[src/rtl/seq_detect_prog_pkg.sv]
// rtl/seq_detect_prog_pkg.sv - shared types, limits and width helpers for the programmable sequence detector
package seq_detect_prog_pkg;

  typedef enum logic [1:0] {
    ST_IDLE  = 2'd0,
    ST_BUILD = 2'd1,
    ST_RUN   = 2'd2
  } ctrl_state_e;

  localparam int PAT_W_MIN = 2;
  localparam int PAT_W_MAX = 16;

  function automatic int clog2(input int value);
    int r;
    r = 0;
    for (int i = 0; i < 31; i++) begin
      if ((1 << i) < value) r = i + 1;
    end
    return r;
  endfunction

  // Width needed to hold a matched-prefix length 0..PAT_W.
  function automatic int idx_width(input int pat_w);
    return clog2(pat_w + 1);
  endfunction

endpackage

[src/rtl/seq_dfa_builder.sv]
// rtl/seq_dfa_builder.sv - builds the KMP next-state table one row per cycle after start
module seq_dfa_builder
  import seq_detect_prog_pkg::*;
#(
  parameter int PAT_W = 4,
  parameter int IDX_W = idx_width(PAT_W)
) (
  input  logic                        clk,
  input  logic                        reset,
  input  logic                        start,
  input  logic [PAT_W-1:0]            pattern,
  output logic [PAT_W-1:0][IDX_W-1:0] delta0,
  output logic [PAT_W-1:0][IDX_W-1:0] delta1,
  output logic [IDX_W-1:0]            border,
  output logic                        done
);

  logic                        busy_q;
  logic [IDX_W-1:0]            k_q;
  logic [IDX_W-1:0]            x_q;
  logic [IDX_W-1:0]            border_q;
  logic [PAT_W-1:0][IDX_W-1:0] d0_q;
  logic [PAT_W-1:0][IDX_W-1:0] d1_q;

  logic             pat_bit_k;
  logic [IDX_W-1:0] x_row0;
  logic [IDX_W-1:0] x_row1;
  logic [IDX_W-1:0] row0_d;
  logic [IDX_W-1:0] row1_d;
  logic             last_row;

  assign last_row = (k_q == IDX_W'(PAT_W));
  assign done     = busy_q && last_row;
  assign delta0   = d0_q;
  assign delta1   = d1_q;
  assign border   = border_q;

  // x_q tracks fail(k); its row is always already written because fail(k) < k.
  always_comb begin
    pat_bit_k = 1'b0;
    x_row0    = '0;
    x_row1    = '0;
    for (int i = 0; i < PAT_W; i++) begin
      if (k_q == IDX_W'(i)) pat_bit_k = pattern[PAT_W-1-i];
      if (x_q == IDX_W'(i)) begin
        x_row0 = d0_q[i];
        x_row1 = d1_q[i];
      end
    end
    row0_d = !pat_bit_k ? k_q + 1'b1 : ((k_q == '0) ? '0 : x_row0);
    row1_d =  pat_bit_k ? k_q + 1'b1 : ((k_q == '0) ? '0 : x_row1);
  end

  always_ff @(posedge clk or negedge reset) begin
    if (!reset) begin
      busy_q   <= 1'b0;
      k_q      <= '0;
      x_q      <= '0;
      border_q <= '0;
      d0_q     <= '0;
      d1_q     <= '0;
    end else if (start) begin
      busy_q <= 1'b1;
      k_q    <= '0;
      x_q    <= '0;
    end else if (busy_q) begin
      if (last_row) begin
        border_q <= x_q;
        busy_q   <= 1'b0;
      end else begin
        for (int i = 0; i < PAT_W; i++) begin
          if (k_q == IDX_W'(i)) begin
            d0_q[i] <= row0_d;
            d1_q[i] <= row1_d;
          end
        end
        if (k_q != '0) x_q <= pat_bit_k ? x_row1 : x_row0;
        k_q <= k_q + 1'b1;
      end
    end
  end

endmodule

[src/rtl/seq_detect_prog.sv]
// rtl/seq_detect_prog.sv - programmable serial pattern detector with overlap mode and saturating match counter
module seq_detect_prog
  import seq_detect_prog_pkg::*;
#(
  parameter int PAT_W = 4,
  parameter int CNT_W = 8
) (
  input  logic             clk,
  input  logic             reset,
  input  logic             load,
  input  logic [PAT_W-1:0] pattern_in,
  input  logic             overlap,
  input  logic             din_valid,
  input  logic             din,
  output logic             armed,
  output logic             match,
  output logic [CNT_W-1:0] match_count
);

  localparam int IDX_W = idx_width(PAT_W);

  if (PAT_W < PAT_W_MIN || PAT_W > PAT_W_MAX) begin : g_bad_pat_w
    $error("PAT_W out of range");
  end

  ctrl_state_e      state_q;
  logic             armed_q;
  logic [PAT_W-1:0] pattern_q;
  logic             overlap_q;
  logic [IDX_W-1:0] progress_q;
  logic [IDX_W-1:0] progress_d;
  logic [CNT_W-1:0] count_q;
  logic [CNT_W-1:0] count_d;

  logic [PAT_W-1:0][IDX_W-1:0] delta0;
  logic [PAT_W-1:0][IDX_W-1:0] delta1;
  logic [IDX_W-1:0]            border;
  logic                        build_done;
  logic [IDX_W-1:0]            row0;
  logic [IDX_W-1:0]            row1;

  seq_dfa_builder #(
    .PAT_W (PAT_W),
    .IDX_W (IDX_W)
  ) u_builder (
    .clk     (clk),
    .reset   (reset),
    .start   (load),
    .pattern (pattern_q),
    .delta0  (delta0),
    .delta1  (delta1),
    .border  (border),
    .done    (build_done)
  );

  assign armed       = armed_q;
  assign match_count = count_q;
  assign match       = armed_q && din_valid && (progress_q == IDX_W'(PAT_W-1)) &&
                       (din == pattern_q[0]);

  always_comb begin
    row0 = '0;
    row1 = '0;
    for (int i = 0; i < PAT_W; i++) begin
      if (progress_q == IDX_W'(i)) begin
        row0 = delta0[i];
        row1 = delta1[i];
      end
    end

    progress_d = progress_q;
    if (load) begin
      progress_d = '0;
    end else if (armed_q && din_valid) begin
      if (match) progress_d = overlap_q ? border : '0;
      else       progress_d = din ? row1 : row0;
    end

    // A load in the same cycle as a match wins: the counter clears.
    count_d = count_q;
    if (load) begin
      count_d = '0;
    end else if (match && (count_q != {CNT_W{1'b1}})) begin
      count_d = count_q + 1'b1;
    end
  end

  always_ff @(posedge clk or negedge reset) begin
    if (!reset) begin
      state_q   <= ST_IDLE;
      armed_q   <= 1'b0;
      pattern_q <= '0;
      overlap_q <= 1'b0;
    end else if (load) begin
      state_q   <= ST_BUILD;
      armed_q   <= 1'b0;
      pattern_q <= pattern_in;
      overlap_q <= overlap;
    end else begin
      unique case (state_q)
        ST_IDLE: begin
          armed_q <= 1'b0;
        end
        ST_BUILD: begin
          if (build_done) begin
            state_q <= ST_RUN;
            armed_q <= 1'b1;
          end
        end
        ST_RUN: begin
          armed_q <= 1'b1;
        end
        default: begin
          state_q <= ST_IDLE;
          armed_q <= 1'b0;
        end
      endcase
    end
  end

  always_ff @(posedge clk or negedge reset) begin
    if (!reset) begin
      progress_q <= '0;
      count_q    <= '0;
    end else begin
      progress_q <= progress_d;
      count_q    <= count_d;
    end
  end

endmodule

[config.mk]
export PLATFORM = sky130hd
export DESIGN_NAME = seq_detect_prog
export DESIGN_NICKNAME = d
export VERILOG_FILES = /design/src/rtl/seq_detect_prog_pkg.sv /design/src/rtl/seq_dfa_builder.sv /design/src/rtl/seq_detect_prog.sv
export SDC_FILE = /design/constraint.sdc
export NUM_CORES = 1
export LEC_CHECK = 0
export ABC_AREA = 1
export CORE_ASPECT_RATIO = 1.5
export CORE_MARGIN = 3
export CORE_UTILIZATION = 60
export CTS_BUF_LIST = sky130_fd_sc_hd__clkbuf_16
export DETAILED_ROUTE_END_ITERATION = 12
export DONT_BUFFER_PORTS = 1
export PLACE_DENSITY = 0.78
export SETUP_SLACK_MARGIN = 0.15
export SYNTH_ARGS = -nofsm -noshare
export SYNTH_HDL_FRONTEND = slang
export SYNTH_SLANG_ARGS = --single-unit
[constraint.sdc]
create_clock -name clk -period 2.5 [get_ports clk]
set_input_delay 0.25 -clock clk [delete_from_list [all_inputs] [get_ports clk]]
set_output_delay 0.25 -clock clk [all_outputs]
set_load 0.03 [all_outputs]
==> Yosys cells after proc, flatten, opt, wreduce, memory -nomap -nowiden <==
Cells that the tools add are included.
{ "totals": {"regBits": 53, "in_bits": 10, "output_inout_bits": 10, "elab_cells": 110} }
{ "op_classes": {"addsub": 2, "eq_ne": 17, "n_mux": 48, "n_bitwise": 2, "reduce_logical": 23} }
{ "op_table": {"columns": ["operator", "count"], "rows": [
  ["$mux 3", 33],
  ["$eq 3x2->1 const B", 6],
  ["$mux 8", 2],
  ["$reduce_and 4->1", 4],
  ["$eq 3x1->1 const B", 3],
  ["$logic_not 3->1", 3],
  ["$mux 1", 9],
  ["$add 8x1->8 const B", 1],
  ["$ne 8x8->1 const B", 1],
  ["$reduce_bool 2->1", 4],
  ["$reduce_and 3->1", 2],
  ["$logic_and 1x1->1", 5],
  ["$mux 2", 2],
  ["$pmux 2 s2", 1],
  ["$reduce_and 2->1", 2],
  ["$add 3x1->3 const B", 1],
  ["$eq 3x3->1 const B", 1],
  ["$ne 3x3->1 const B", 1],
  ["$reduce_bool 3->1", 1],
  ["$eq 2x1->1 const B", 1],
  ["$eq 2x2->1 const B", 1],
  ["$logic_not 2->1", 1],
  ["$ne 2x1->1 const B", 1],
  ["$ne 2x2->1 const B", 1],
  ["4 further kinds", 5]
]} }

==> Depth between registers and ports, before layout <==
Gate-level depths: netlist of run 1.
{ "depth": {"depth_word": 10, "mapped_depth": 14, "ltp_nobuf": 14} }

==> Cells and area by module <==
Synthesis of run 1 repeated with hierarchy kept, for this count alone.
{ "hier_totals": {"hier_cells": 454, "area_unflattened_um2": 3241.9} }
{ "modules_own_cells": {"columns": ["module", "instances", "cells_each", "area_each_um2", "seq_area_each_um2"], "rows": [
  ["seq_dfa_builder", 1, 251, 1886.8, 850.8],
  ["seq_detect_prog", 1, 203, 1355.0, 475.5]
]} }

==> Least setup slack after synthesis of run 1 <==
OpenSTA, ideal clock, no wires.
{ "synth_timing": {"path_kind": "reg-to-reg", "start": "register count_q[1] (netlist: match_count[1])", "end": "register count_q[7] (netlist: match_count[7])", "setup_time_ps": 117, "arrival_ps": 1563, "required_ps": 2383, "path_slack_ps": 820, "path_stages_with_launch": 9, "path_buffers": 0, "synth_period_minus_slack_ps": 1680, "path_cell_list": "dfrtp_1 > ha_1 > nand2_1 > nor3_2 > a21oi_4 > nor2_4 > clkinv_4 > nand2_1 > nand2_1"} }
{ "synth_between": {"elab_chain_cells": 3, "elab_cells_between_ends": 6, "classes_between": "add/sub (1); eq/ne (1); mux (2); reduce/logical (2)"} }
{ "synth_lines": {"columns": ["item", "line", "source"], "rows": [
  ["from (decl)", "seq_detect_prog.sv:32", "logic [CNT_W-1:0] count_q;"],
  ["from (signal assigned)", "seq_detect_prog.sv:127", "count_q <= count_d;"],
  ["$add 8x1->8 or $ne 8x8->1 (tied branches)", "seq_detect_prog.sv:84, seq_detect_prog.sv:83", null],
  ["$mux 8 or $logic_and 1x1->1 (tied branches)", "seq_detect_prog.sv:83", "end else if (match && (count_q != {CNT_W{1'b1}})) begin"],
  ["$mux 8 or $reduce_bool 2->1 (tied branches)", null, null]
]} }
Parallel ways exist; a longest one is shown, timed or not. The select of a mux whose other input is x is not followed.
A chain may end at the register's enable or synchronous reset.

==> Worst setup path in the final report of run 1 <==
{ "layout_timing": {"start": "register u_builder.k_q[0]", "end": "register u_builder.d0_q, in the netlist u_builder.delta0[5]"} }
{ "layout_between": {"elab_chain_cells": 6, "elab_cells_between_ends": 14, "classes_between": "add/sub (1); eq/ne (4); mux (6); bitwise (1); reduce/logical (2)"} }
{ "layout_lines": {"columns": ["item", "line", "source"], "rows": [
  ["from (decl)", "seq_dfa_builder.sv:19", "logic [IDX_W-1:0] k_q;"],
  ["from (signal assigned)", "seq_dfa_builder.sv:78", "k_q <= k_q + 1'b1;"],
  ["$logic_not 3->1", "seq_dfa_builder.sv:44, seq_dfa_builder.sv:50", null],
  ["$mux 1 (4 in a row)", "seq_dfa_builder.sv:44", "if (k_q == IDX_W'(i)) pat_bit_k = pattern[PAT_W-1-i];"],
  ["$mux 3", "seq_dfa_builder.sv:50", "row0_d = !pat_bit_k ? k_q + 1'b1 : ((k_q == '0) ? '0 : x_row0);"],
  ["to (signal, indexed assignment)", "seq_dfa_builder.sv:73", "d0_q[i] <= row0_d;"],
  ["to (decl)", "seq_dfa_builder.sv:22", "logic [PAT_W-1:0][IDX_W-1:0] d0_q;"]
]} }
Parallel ways exist; a longest one is shown, timed or not.

==> results of run 1 <==
per-layer routing:
layer	vias up	GRT usage, %	wire length (um)
met5	-	0	0
met4	0	12.35	259
met3	23	4.762	368
met2	99	48.51	3898
met1	1340	30.91	3003
li1	1418	-	-
state kept, by name (all words and copies together), names as in the netlist:
signal / count
armed: 1
match_count: 8
overlap_q: 1
pattern_q: 4
progress_q: 3
state_q: 2
u_builder.border: 3
u_builder.busy_q: 1
u_builder.delta0: 12
u_builder.delta1: 12
u_builder.k_q: 3
u_builder.x_q: 3
where the power goes:
group / total [mW] / internal [mW] / switching, mW
sequential: 1.33 / 1.09 / 0.242
combinational: 1.42 / 0.447 / 0.974
clock: 0.709 / 0.379 / 0.330
logic make-up (layout without fill, tap and decap cells):
| logic type | after synthesis | count (layout) | synth area share, % |
|---|---|---|---|
| AND/OR/NAND/NOR | 272 | 272 | 36.25 |
| buffers and inverters | 76 | 84 | 9.724 |
| flip-flops | 53 | 53 | 42.42 |
| AO/OA/AOI/OAI | 46 | 46 | 8.243 |
| adder cells (fa/ha/maj) | 7 | 7 | 2.801 |
| XOR/XNOR | 2 | 2 | 0.5603 |
metrics by stage:
| stage | setup slack [ns] | util [%] | power, mW | std cells |
|---|---|---|---|---|
| detailed placement | 0.4996 | 65.10 | 2.704 | 520 |
| global placement | 0.5900 | 65.10 | 2.679 | 520 |
| floorplan | 0.8200 | - | 2.347 | 456 |
| global route | 0.1882 | 68.91 | 3.737 | 530 |
| finish | 0.4615 | 68.91 | 3.462 | 530 |
| CTS | 0.4735 | 68.91 | 3.438 | 530 |
worst max path at each step:
stage	start	slack, ns	end	cells after the start
floorplan	match_count[1]$_DFFE_PN0P_	0.82	match_count[7]$_DFFE_PN0P_	8
global placement	u_builder.k_q[0]$_DFFE_PN0P_	0.59	u_builder.delta0[5]$_DFFE_PN0P_	13
CTS	u_builder.k_q[0]$_DFFE_PN0P_	0.47	u_builder.delta0[5]$_DFFE_PN0P_	13
detailed placement	u_builder.k_q[0]$_DFFE_PN0P_	0.50	u_builder.delta0[5]$_DFFE_PN0P_	13
finish	u_builder.k_q[0]$_DFFE_PN0P_	0.46	u_builder.delta0[5]$_DFFE_PN0P_	13
global route	u_builder.k_q[0]$_DFFE_PN0P_	0.19	u_builder.delta0[2]$_DFFE_PN0P_	13
critical path, stage by stage, from the launching register on:
cell	delay [ns]
dfrtp_1	0.40
inv_1	0.17
ha_1	0.22
inv_1	0.07
nor2_2	0.16
nand2_1	0.07
nand3_1	0.06
nand2_1	0.06
nand2_2	0.21
inv_1	0.16
nand2_1	0.09
nand2_1	0.11
nand2_1	0.09
nand2_1	0.06
final cells by class:
cell class / instances / area (um2)
flip-flops and latches: 53 / 1326
multi-input cells: 327 / 1496
clock buffers: 5 / 125.1
inverters: 69 / 264.0
well taps: 66 / 82.58
fillers: 419 / 1531
clock inverters: 3 / 25.02
repair buffers: 7 / 75.07
layout by cell type, fill, tap and decap left out, types with 3 or more instances in the layout:
cell / count
nor2_1: 34
dfrtp_1: 53
nand2_1: 182
buf_4: 5
o21ai_0: 31
nor2_4: 3
o21ai_2: 3
nand3_1: 36
ha_1: 7
nor3_1: 8
o21ai_1: 5
a21oi_1: 3
inv_1: 68
clkbuf_16: 5
==> run summary, run 1 <==
Status: complete, no violations
Residual DRC count: 0
Initial Util: 63.47%
Top FF cell, synth: dfrtp_1
Hold slack: 0.05565 ns
DR vias/cell: 5.434
# diodes: 0
Post-CTS Hold Fix Bufs: 2
Pre-antenna DRT Iters: 5
Port bufs: 0
Pwr Density: 1020 nW/um2
Syn nets: 473
Slew HR: 61.63%
Yosys Warn Count: 0
Worst Path Required: 2.69 ns
Worst setup EP type: register
Overall routed net length: 7529 um
Hold crit path type: in2reg
#FFs+latches synth: 53
R2R depth: 13
TritonCTS clock tree: yes
Ports: 20
Setup TNS: 0 ns
DR vias: 2880
Peak supply drop: 0.0007653 V
CP Launch Type: register
Placed wire-length estimate: 5740 um
Minimum clock period after layout: 2.038 ns
Post-synth top area share: 42.42%
CTS Sinks: 53
Clk slew on worst S/H paths: 0.07 ns
First-pass GRT wire length: 12900 um
Most common cell in the netlist: nand2_1
Design Area, Final: 3395 um2
Final Max Tran Viols: 0
Share of cells above drive strength 1: 6.250%
Unrepaired setup endpoints after global routing: no
Setup violators final: 0
Post-synthesis sequential area ratio: 42.42%
Pin count of the biggest net entering global routing: 54
Bufs on Longest Clock Path: 2
Synth cell types: 28
Endpoints failing hold: 0
Clk_lat worst skew: 0.29 ns
H-tree depth: 2
Hold endpoint: overlap_q$_DFFE_PN0P_
Post-CTS setup buffers: 0
Routed WL per cell: 14.21 um
Max_cap viols: 0
Worst R2R Start: u_builder.k_q[0]$_DFFE_PN0P_
Detail Route Antenna Nets: 0
FMAX: 490.6 MHz
Hold path startpoint: load
Leakage power: 1.833 nW
Period utilization: 81.54%
Final Net Count: 480
# rows: 31
Antenna violations before repair: 0
Total Routing Usage GR: 27.06%
Largest area contributor in the netlist: dfrtp_1
Worst Path Max Fanout: 13
Mean Syn Cell Area: 6.857 um2
GRT overflow: 0
Area contributors post-synth: dfrtp_1 42%, nand2_1 22%, inv_1 8.2%
Post-synth EDFFs: 0
CP Data Arrival Time: 2.22 ns
Measured slew at the worst slew-check pin: 0.5712 ns
Synth Instances: 456
Post-synth top cells: 182 x nand2_1, 68 x inv_1, 53 x dfrtp_1
Placeable Area: 4926 um2
Post-CTS Resized: 0
Root Driver: clkbuf_16
Fraction of registers with async set or reset after synthesis: 100.0%
Post-Route Skew: 0.002505 ns
Hold Path Depth: 1
Placed instance area: 3207 um2
Chip Width: 64.94 um
DIE AREA: 6131 um2
Worst Setup Path Type: reg2reg
Synthesis-to-layout area growth: 8.564%
Die Y: 94.42 um
FF-to-FF setup slack: 0.46 ns
Vias in the first global route: 2881
Mapped Area: 3127 um2
RePlAce Congestion: 0.9131
CTS Buf Count: 5
1st-iter DRT viols: 210
Capturing point of the worst reg2reg path: u_builder.delta0[5]$_DFFE_PN0P_
No activity file was read; power rests on OpenSTA's default activity.
==> run 2: changes to the inputs <==
- CORE_UTILIZATION: 60 -> 57
- PLACE_DENSITY: 0.78 -> 0.77
- clock period: 2.5 -> 1.8 ns (I/O delays scaled with it)
==> run 2 against run 1 <==
  * Sequential share of layout area decreased by 4.2 points
  * Wire length increased by 15%
  * First-iteration DRC count decreased by 3.8%
  * Clock skew increased by 0.0040 ns
  * Core utilization increased by 4.5 points
  * Die area increased by 4.9%
  * Critical path depth unchanged
  * Global-route usage increased by 1.3 points
  * Sequential cell count unchanged
  * Critical endpoint is now u_builder.delta0[2]$_DFFE_PN0P_
  * Maximum frequency increased by 21%
  * Clock power increased by 52%
==> run summary, run 2 (synthesis results as in run 1) <==
# rows: 32
Max_cap viols: 0
Crit path cell chain: inv_2, ha_4, inv_2, nor2_2, nand2_1, nand3_1, nand2_2, nand2_4, inv_2, nand2_2, nand2_4, nand2_1, nand2_1
Cell internal pwr: 3.199 mW
CTS Sinks: 53
Hold crit path type: in2reg
Total Routing Usage GR: 28.33%
First-pass GRT wire length: 14090 um
Worst setup EP type: register
Slew HR: 71.27%
Design Area, Final: 3820 um2
Final Net Count: 505
Worst Path Required: 1.98 ns
Met3 wire len: 437 um
DIE AREA: 6429 um2
Fin cells: 557
Layout Utilization: 73.39%
Pwr Density: 1474 nW/um2
Capturing point of the worst reg2reg path: u_builder.delta0[2]$_DFFE_PN0P_
GRT overflow: 0
Detail Route Antenna Nets: 0
Number of instances in the placed design: 537
Worst R2R Start: u_builder.k_q[0]$_DFFE_PN0P_
Hold path startpoint: load
Sequential cell fraction of total power: 33.1%
RePlAce Congestion: 0.9349
CP Launch Type: register
Clk slew on worst S/H paths: 0.07 ns
Crit. Startpoint: u_builder.k_q[0]$_DFFE_PN0P_
WL met2: 4724 um
R2R depth: 13
Final Max Tran Viols: 0
Chip Width: 66.48 um
Bufs on Longest Clock Path: 2
Vias in the first global route: 3105
Worst Setup Path Type: reg2reg
TritonCTS clock tree: yes
Die Y: 96.71 um
Port bufs: 0
DR vias: 3026
Leading cell types in the layout, fill and taps excluded: 170 x nand2_1, 60 x inv_1, 48 x dfrtp_1
Share of cells above drive strength 1: 17.38%
Period utilization: 93.45%
Unrepaired setup endpoints after global routing: yes
Slowest stage delay, CP: 0.42 ns
Clk_lat worst skew: 0.29 ns
Placeable Area: 5205 um2
Overall routed net length: 8691 um
Setup violators final: 0
H-tree depth: 2
Placed wire-length estimate: 6106 um
Placed instance area: 3352 um2
Post-Route Skew: 0.006483 ns
Pre-antenna DRT Iters: 5
Wl on met1: 3086 um
Worst Path Max Fanout: 6
Portion of total power attributed to combinational logic: 47.7%
# diodes: 0
Crit path max-delay family: simple AND/OR/NAND/NOR gates
Worst Setup EP: u_builder.delta0[2]$_DFFE_PN0P_
DR vias/cell: 5.433
Residual DRC count: 0
Routed WL per cell: 15.60 um
Overall power: 5.632 mW
Leakage power: 2.016 nW
CP Data Arrival Time: 1.86 ns
Net Switching: 2.433 mW
Clock power share: 19.1%
Endpoints failing hold: 0
Root Driver: clkbuf_16
Initial Util: 60.07%
Switch share: 43.21%
Status: complete, no violations
Most common cell after layout, fill and taps aside: nand2_1
Crit path max-delay cell type: dfrtp_1
CTS Buf Count: 5
Pin count of the biggest net entering global routing: 54
1st-iter DRT viols: 202
Ports: 20
Top layer in use: met4
Antenna violations before repair: 0
FMAX: 594.5 MHz
Buf+Inv Stages, Crit Path: 3
Peak supply drop: 0.0009776 V
Measured slew at the worst slew-check pin: 0.4310 ns
FF-to-FF setup slack: 0.12 ns
Synthesis-to-layout area growth: 22.17%
Hold slack: 0.007573 ns
Minimum clock period after layout: 1.682 ns
Critical path depth: 13
==> run 2: worst register-to-register path: cells and delay by family, from the launching register on <==
kind | cells | cell delay (ns)
flip-flops | 1 | 0.42
AND/OR/NAND/NOR | 9 | 0.73
adder cells (fa/ha/maj) | 1 | 0.16
buffers and inverters | 3 | 0.26
==> run 2: through the flow <==
step	setup WS (ns)	TNS, ns
after global placement	0.1031	0
after detailed placement	0.04948	0
after global routing	-0.0007090	-0.0007090
final	0.1179	0
after floorplan	0.1585	0
after CTS	0.1365	0
==> run 2: power by group through the flow <==
stage | clock [mW] | sequential (mW) | combinational, mW
4_1_cts | 1.09 | 1.84 | 2.53
6_report | 1.08 | 1.87 | 2.69
5_1_grt | 1.13 | 1.91 | 2.98
3_3_place_gp | 0 | 1.85 | 2.09
3_5_place_dp | 0 | 1.85 | 2.14
2_1_floorplan | 0 | 1.72 | 1.54
==> run 2: what timing repair did <==
action	CTS	global route
gates cloned	1	0
setup buffers	1	6
resized for setup	32	17
pin swaps	15	11
endpoints found under the setup margin	27	37
endpoints found under the hold margin	56	0
hold buffers	4	0
==> run 2: metal layers <==
layer | up-vias | GRT usage (%)
met2 | 124 | 50.11
met4 | 0 | 15.81
met1 | 1392 | 30.24
li1 | 1470 | -
met5 | - | 0
met3 | 40 | 5.343
==> run 2: worst min-delay path by stage <==
stage	end	slack, ns	depth (start not counted)
after floorplan	armed$_DFFE_PN0P_	-0.12	0
after global placement	pattern_q[3]$_DFFE_PN0P_	-0.11	0
after detailed placement	state_q[1]$_DFFE_PN0P_	-0.11	0
after CTS	pattern_q[3]$_DFFE_PN0P_	0.0003	1
after global routing	pattern_q[3]$_DFFE_PN0P_	0.02	1
final	pattern_q[3]$_DFFE_PN0P_	0.008	1
==> run 2: layout make-up <==
cell class	instances	area (um2)
sequential	53	1333
multi-input combinational	327	1653
clock buffer	5	125.1
inverter	69	270.3
timing repair buffer	32	312.8
tap	68	85.08
clock inverter	3	41.29
fill	400	1385
